File: src/rtl/cu_pkg.sv
// Shared control-unit definitions: control-word field positions, top-level sequencer
// encodings and the fetch control word. Used by cu_sequencer and the opcode decoders.
package cu_pkg;

    localparam int CW_WIDTH = 33;

    localparam int CW_ALU_DB_EN   = 32;
    localparam int CW_ALU_B_SEL   = 31;
    localparam int CW_ALU_FS_HI   = 30;
    localparam int CW_ALU_FS_LO   = 26;
    localparam int CW_RF_B_DB_EN  = 25;
    localparam int CW_SA_HI       = 24;
    localparam int CW_SA_LO       = 20;
    localparam int CW_SB_HI       = 19;
    localparam int CW_SB_LO       = 15;
    localparam int CW_DA_HI       = 14;
    localparam int CW_DA_LO       = 10;
    localparam int CW_RF_WRITE    = 9;
    localparam int CW_RAM_DB_EN   = 8;
    localparam int CW_RAM_WRITE   = 7;
    localparam int CW_PC_DB_EN    = 6;
    localparam int CW_PC_FS_HI    = 5;
    localparam int CW_PC_FS_LO    = 4;
    localparam int CW_PC_IN_SEL   = 3;
    localparam int CW_STATUS_LOAD = 2;
    localparam int CW_NS_HI       = 1;
    localparam int CW_NS_LO       = 0;

    localparam logic [1:0] PC_FS_INC = 2'b01;

    // Fetch cycle only asks the PC to increment; every other field stays idle.
    localparam logic [CW_WIDTH-1:0] CW_IDLE  = '0;
    localparam logic [CW_WIDTH-1:0] CW_FETCH = CW_WIDTH'(PC_FS_INC) << CW_PC_FS_LO;

    typedef enum logic [1:0] {
        FETCH = 2'b00,
        EXEC  = 2'b01,
        HALT  = 2'b10
    } cu_state_t;

endpackage

File: src/rtl/cu_status_reg.sv
// 5-bit ALU status register with load enable and synchronous active-high reset.
module cu_status_reg (
    input  logic       clock,
    input  logic       reset,
    input  logic       load,
    input  logic [4:0] status_in,
    output logic [4:0] status_out
);

    logic [4:0] status_d;
    logic [4:0] status_q;

    always_comb begin
        status_d = status_q;
        if (load) begin
            status_d = status_in;
        end
    end

    always_ff @(posedge clock) begin
        if (reset) begin
            status_q <= '0;
        end else begin
            status_q <= status_d;
        end
    end

    assign status_out = status_q;

endmodule

File: src/rtl/cu_sequencer.sv
// Control-unit sequencer: FETCH/EXEC/HALT machine, instruction register and execute sub-state.
// Optional EXEC watchdog enabled by defining CU_SEQUENCER_WATCHDOG_EN (adds port wdt_fault).
module cu_sequencer
    import cu_pkg::*;
(
    input  logic                clock,
    input  logic                reset,
    input  logic [31:0]         instruction_in,
    input  logic                mem_ready,
    input  logic [CW_WIDTH-1:0] decoder_controlword,
    input  logic [4:0]          status_in,
    input  logic                halt_req,
    output logic [31:0]         instruction,
    output logic [1:0]          state,
    output logic [4:0]          status,
    output logic [CW_WIDTH-1:0] controlword,
    output logic                fetch_req,
    output logic                halted
`ifdef CU_SEQUENCER_WATCHDOG_EN
    ,
    output logic                wdt_fault
`endif
);

    cu_state_t   top_q, top_d;
    logic [31:0] ir_q, ir_d;
    logic [1:0]  sub_state_q, sub_state_d;
    logic        status_load;
    logic [1:0]  next_sub;

`ifdef CU_SEQUENCER_WATCHDOG_EN
    logic [3:0]  wdt_cnt_q, wdt_cnt_d;
    logic        wdt_fault_q, wdt_fault_d;
`endif

    assign next_sub = decoder_controlword[CW_NS_HI:CW_NS_LO];

    always_comb begin
        top_d       = top_q;
        ir_d        = ir_q;
        sub_state_d = sub_state_q;
        controlword = CW_IDLE;
        fetch_req   = 1'b0;
        halted      = 1'b0;
        status_load = 1'b0;
`ifdef CU_SEQUENCER_WATCHDOG_EN
        wdt_cnt_d   = wdt_cnt_q;
        wdt_fault_d = 1'b0;
`endif
        case (top_q)
            FETCH: begin
                fetch_req = 1'b1;
                // A pending halt wins over a ready instruction so the PC is left untouched.
                if (halt_req) begin
                    top_d = HALT;
                end else if (mem_ready) begin
                    controlword = CW_FETCH;
                    ir_d        = instruction_in;
                    sub_state_d = 2'b00;
                    top_d       = EXEC;
`ifdef CU_SEQUENCER_WATCHDOG_EN
                    wdt_cnt_d   = '0;
`endif
                end
            end
            EXEC: begin
                controlword = decoder_controlword;
                status_load = decoder_controlword[CW_STATUS_LOAD];
                if (next_sub == 2'b00) begin
                    top_d       = FETCH;
                    sub_state_d = 2'b00;
                end else begin
                    sub_state_d = next_sub;
                end
`ifdef CU_SEQUENCER_WATCHDOG_EN
                // The 16th consecutive EXEC cycle aborts the instruction.
                if (wdt_cnt_q == 4'd15) begin
                    top_d       = FETCH;
                    sub_state_d = 2'b00;
                    wdt_fault_d = 1'b1;
                end else begin
                    wdt_cnt_d = wdt_cnt_q + 4'd1;
                end
`endif
            end
            HALT: begin
                halted = 1'b1;
                if (!halt_req) begin
                    top_d = FETCH;
                end
            end
            default: begin
                top_d = FETCH;
            end
        endcase
    end

    always_ff @(posedge clock) begin
        if (reset) begin
            top_q       <= FETCH;
            ir_q        <= '0;
            sub_state_q <= 2'b00;
`ifdef CU_SEQUENCER_WATCHDOG_EN
            wdt_cnt_q   <= '0;
            wdt_fault_q <= 1'b0;
`endif
        end else begin
            top_q       <= top_d;
            ir_q        <= ir_d;
            sub_state_q <= sub_state_d;
`ifdef CU_SEQUENCER_WATCHDOG_EN
            wdt_cnt_q   <= wdt_cnt_d;
            wdt_fault_q <= wdt_fault_d;
`endif
        end
    end

    cu_status_reg u_status_reg (
        .clock      (clock),
        .reset      (reset),
        .load       (status_load),
        .status_in  (status_in),
        .status_out (status)
    );

    assign instruction = ir_q;
    assign state       = sub_state_q;
`ifdef CU_SEQUENCER_WATCHDOG_EN
    assign wdt_fault   = wdt_fault_q;
`endif

endmodule

File: config.mk
export PLATFORM = sky130hd
export DESIGN_NAME = cu_sequencer
export DESIGN_NICKNAME = d
export VERILOG_FILES = /design/src/rtl/cu_pkg.sv /design/src/rtl/cu_status_reg.sv /design/src/rtl/cu_sequencer.sv
export SDC_FILE = /design/constraint.sdc
export NUM_CORES = 1
export LEC_CHECK = 0
export ABC_AREA = 0
export CORE_ASPECT_RATIO = 1.5
export CORE_MARGIN = 2
export CORE_UTILIZATION = 34
export DETAILED_ROUTE_END_ITERATION = 16
export HOLD_SLACK_MARGIN = 0.03
export PLACE_DENSITY_LB_ADDON = 0.05
export RECOVER_POWER = 50
export SLEW_MARGIN = 15
export SYNTH_ARGS = -nofsm -noshare
export SYNTH_HDL_FRONTEND = slang
export SYNTH_HIERARCHICAL = 1
export SYNTH_SLANG_ARGS = --single-unit
File: constraint.sdc
create_clock -name clock -period 4.1 [get_ports clock]
set_input_delay 0.82 -clock clock [delete_from_list [all_inputs] [get_ports clock]]
set_output_delay 0.82 -clock clock [all_outputs]
set_load 0.01 [all_outputs]
==> impl_results.md <==
* Worst-skew pair later-pin latency at 280 ps
* Worst Path Required at 3280 ps
* RSZ-0062 raised after global routing: no
* Crit path kind: in -> out
* Overflow after GRT at 0
* Initial antenna violation count at 0
* Area leader, netlist: dfxtp_1
* # hold bufs at CTS at 0
* Worst-Margin Slew at 1050 ps
* Area delta synth->final at 92.7%
* Logic pwr share at 21.7%
* Cells after synthesis at 214
* Sequential area share after synthesis at 48.1%
* Post-CTS Setup Bufs at 0
* Starting DRT DRC Count at 108
* Async SR Flop Fraction at 0%
* CTS resizes at 0
* Worst slew margin at about 30%
* CTS tree: built
* Status: finished, final reports clean
* Cell leakage power at 1.31 nW
* Fin Setup TNS at 0 ps
* Worst vdd ir at approximately 220 µV
* Placed insts at about 420
* Mean Syn Cell Area at 7.98 µm²
* # IOs at between 100 and 150
* Vias in the first global route at 1814
* Nets@finish at 430
* Minimum clock period at 3300 ps
* Hpwl dp at 4130 µm
* Ys flop type: dfxtp_1
* Worst Clk Skew at 4.22 ps
* Number of synthesized flops with an enable pin at 0
* ANT nets after route at 0
* Switch share at 23.8%
* Hold Crit Class: reg -> reg
* Worst endpoint data arrival time at 2480 ps
* Clk pwr share at 29.9%
* Syn nets at between 200 and 300
* Antenna cells at 0
* Pwr Density at 267 mW/mm²
* Aggregate global-route resource usage at a little under a fifth
* Drt drc at 0
* CTS Root Cell: clkbuf_8
* Fmax at 303 MHz
* Fin. Hold Viols at 0
* Fin. max-slew vios at 0
* Ratio of cells with drive above 1 in the final layout at 3.37%
* Fraction of power consumed by sequential logic at 48.4%
* Clock tree sinks at 41
* Startpoint types: input pin
* Flops & latches, synth at 41
* CTS clock-pin slew for the worst setup and hold paths at ~70 ps
* Fin cells at 422
* Post-synth top cells: nand2_1, dfxtp_1, a21oi_1, and2_1, clkbuf_1
* Top-count cell post-synth: nand2_1
* Pre-CTS WS at 820 ps
* Synth unique cells at 18
* Final WS setup at 804 ps
* Maxcap violations at 0
* Global-route wire length before repair at 8270 µm
* Wire per inst at 12.5 µm
* Synth area leaders: dfxtp_1, nand2_1, and2_1
* Die span in x at between 60 and 70 µm
* Final period util at 80.4%
* Die footprint at 0.00562 mm²
* Num CTS Buffers at 5
* Cell Rows at 31
* Pin count of the biggest net entering global routing at 34
* Final core utilization at 67.9%
* Core area at 0.00485 mm²
* Synth top area share at 48.1%
* Clock Path Buffers at 2
* P_sw at 0.209 mW
* Routed vias/inst at between 4 and 5
* H-tree lvl count at 2
* Die height at about 90 µm
* CP Max Fanout at 4
* YS warnings at 6
* Internal Dissipation at 0.669 mW
* Port bufs at 147
* Synthesized area at roughly 0.0017 mm²
* Worst setup EP type: primary output
* DR vias at 1868
* Total wire length at 5280 µm
* Final GP Congestion at ~0.70
* Setup-failing EPs final at 0
* First-pass iteration count of the detailed router at 4
* Initial Utilization at 35.2%
stage by stage:
| stage | instance area (µm²) | total power, mW | hold slack [ps] |
|---|---|---|---|
| after global routing | 3290 | 0.923 | 469 |
| after floorplan | 1710 | 0.501 | 481 |
| after global placement | 3200 | 0.632 | 441 |
| after CTS | 3290 | 0.896 | 457 |
| after detailed placement | 3200 | 0.634 | 447 |
| final | 3290 | 0.878 | 452 |
power groups by stage:
stage          combinational (mW)  sequential [mW]  clock [mW]
6_report                    0.191            0.424       0.262
5_1_grt                     0.208            0.427       0.288
4_1_cts                     0.200            0.425       0.271
3_5_place_dp                0.199            0.435           0
3_3_place_gp                0.198            0.434           0
2_1_floorplan              0.0594            0.441           0
per-layer routing:
| metal | vias up | routed length, µm | global-route usage [%] |
|---|---|---|---|
| li1 | 961 | - | - |
| met1 | 822 | 1950 | 20.4 |
| met2 | 79 | 2810 | 33.2 |
| met3 | 6 | 424 | 6.73 |
| met4 | 0 | 90 | 6.38 |
| met5 | - | 0 | 0 |
path summary, 6_finish.rpt:
check | from | to | slack [ps] | cells after the start
worst max register to register | top_q[0] | u_status_reg/status_out[3] | 2060 | 5
worst min-delay path | instruction[7] | instruction[7] | 450 | 2
worst min register to register | instruction[7] | instruction[7] | 450 | 2
worst max-delay path | halt_req | controlword[4] | 800 | 4
state kept, by name, summed over array words and instances (netlist names):
| name | flops |
|---|---|
| instruction | 32 |
| top_q | 2 |
| state | 2 |
| u_status_reg/status_out | 5 |
critical path, stage by stage:
cell and delay (ps):
clkdlybuf4s50_1 490, or4b_1 540, nand2_1 90, clkdlybuf4s50_1 540
cell type report:
class                   instances  area (µm²)
clock buffers                   6        82.6
flip-flops and latches         41         821
inverters                       1        3.75
well taps                      66        82.6
clock inverters                 1        7.51
fillers                       427        1560
multi-input cells             156         796
repair buffers                151        1500
cell families (layout without fill, tap and decap cells):
group / count (synthesis) / after routing / share of synthesized area [%]
AND/OR/NAND/NOR: 113 / 113 / 31.4
flip-flops: 41 / 41 / 48.1
AO/OA/AOI/OAI: 38 / 38 / 11.8
buffers and inverters: 17 / 159 / 5.86
multiplexers: 5 / 5 / 2.93
layout by cell type (no fill, tap or decap):
cell type        instances
a21oi_1                 34
a21oi_2                  1
a32oi_1                  2
and2_1                  33
buf_4                    3
clkbuf_1                 1
clkbuf_8                 6
clkdlybuf4s50_1        107
clkinvlp_4               1
dfxtp_1                 41
dlygate4sd3_1           40
inv_1                    1
mux2i_1                  5
nand2_1                 68
nand2b_1                 1
nor2_1                   6
nor2b_1                  2
nor3b_1                  1
nor4b_4                  1
o21ai_0                  1
or4b_1                   1
Power figures use the tool's default switching activity.
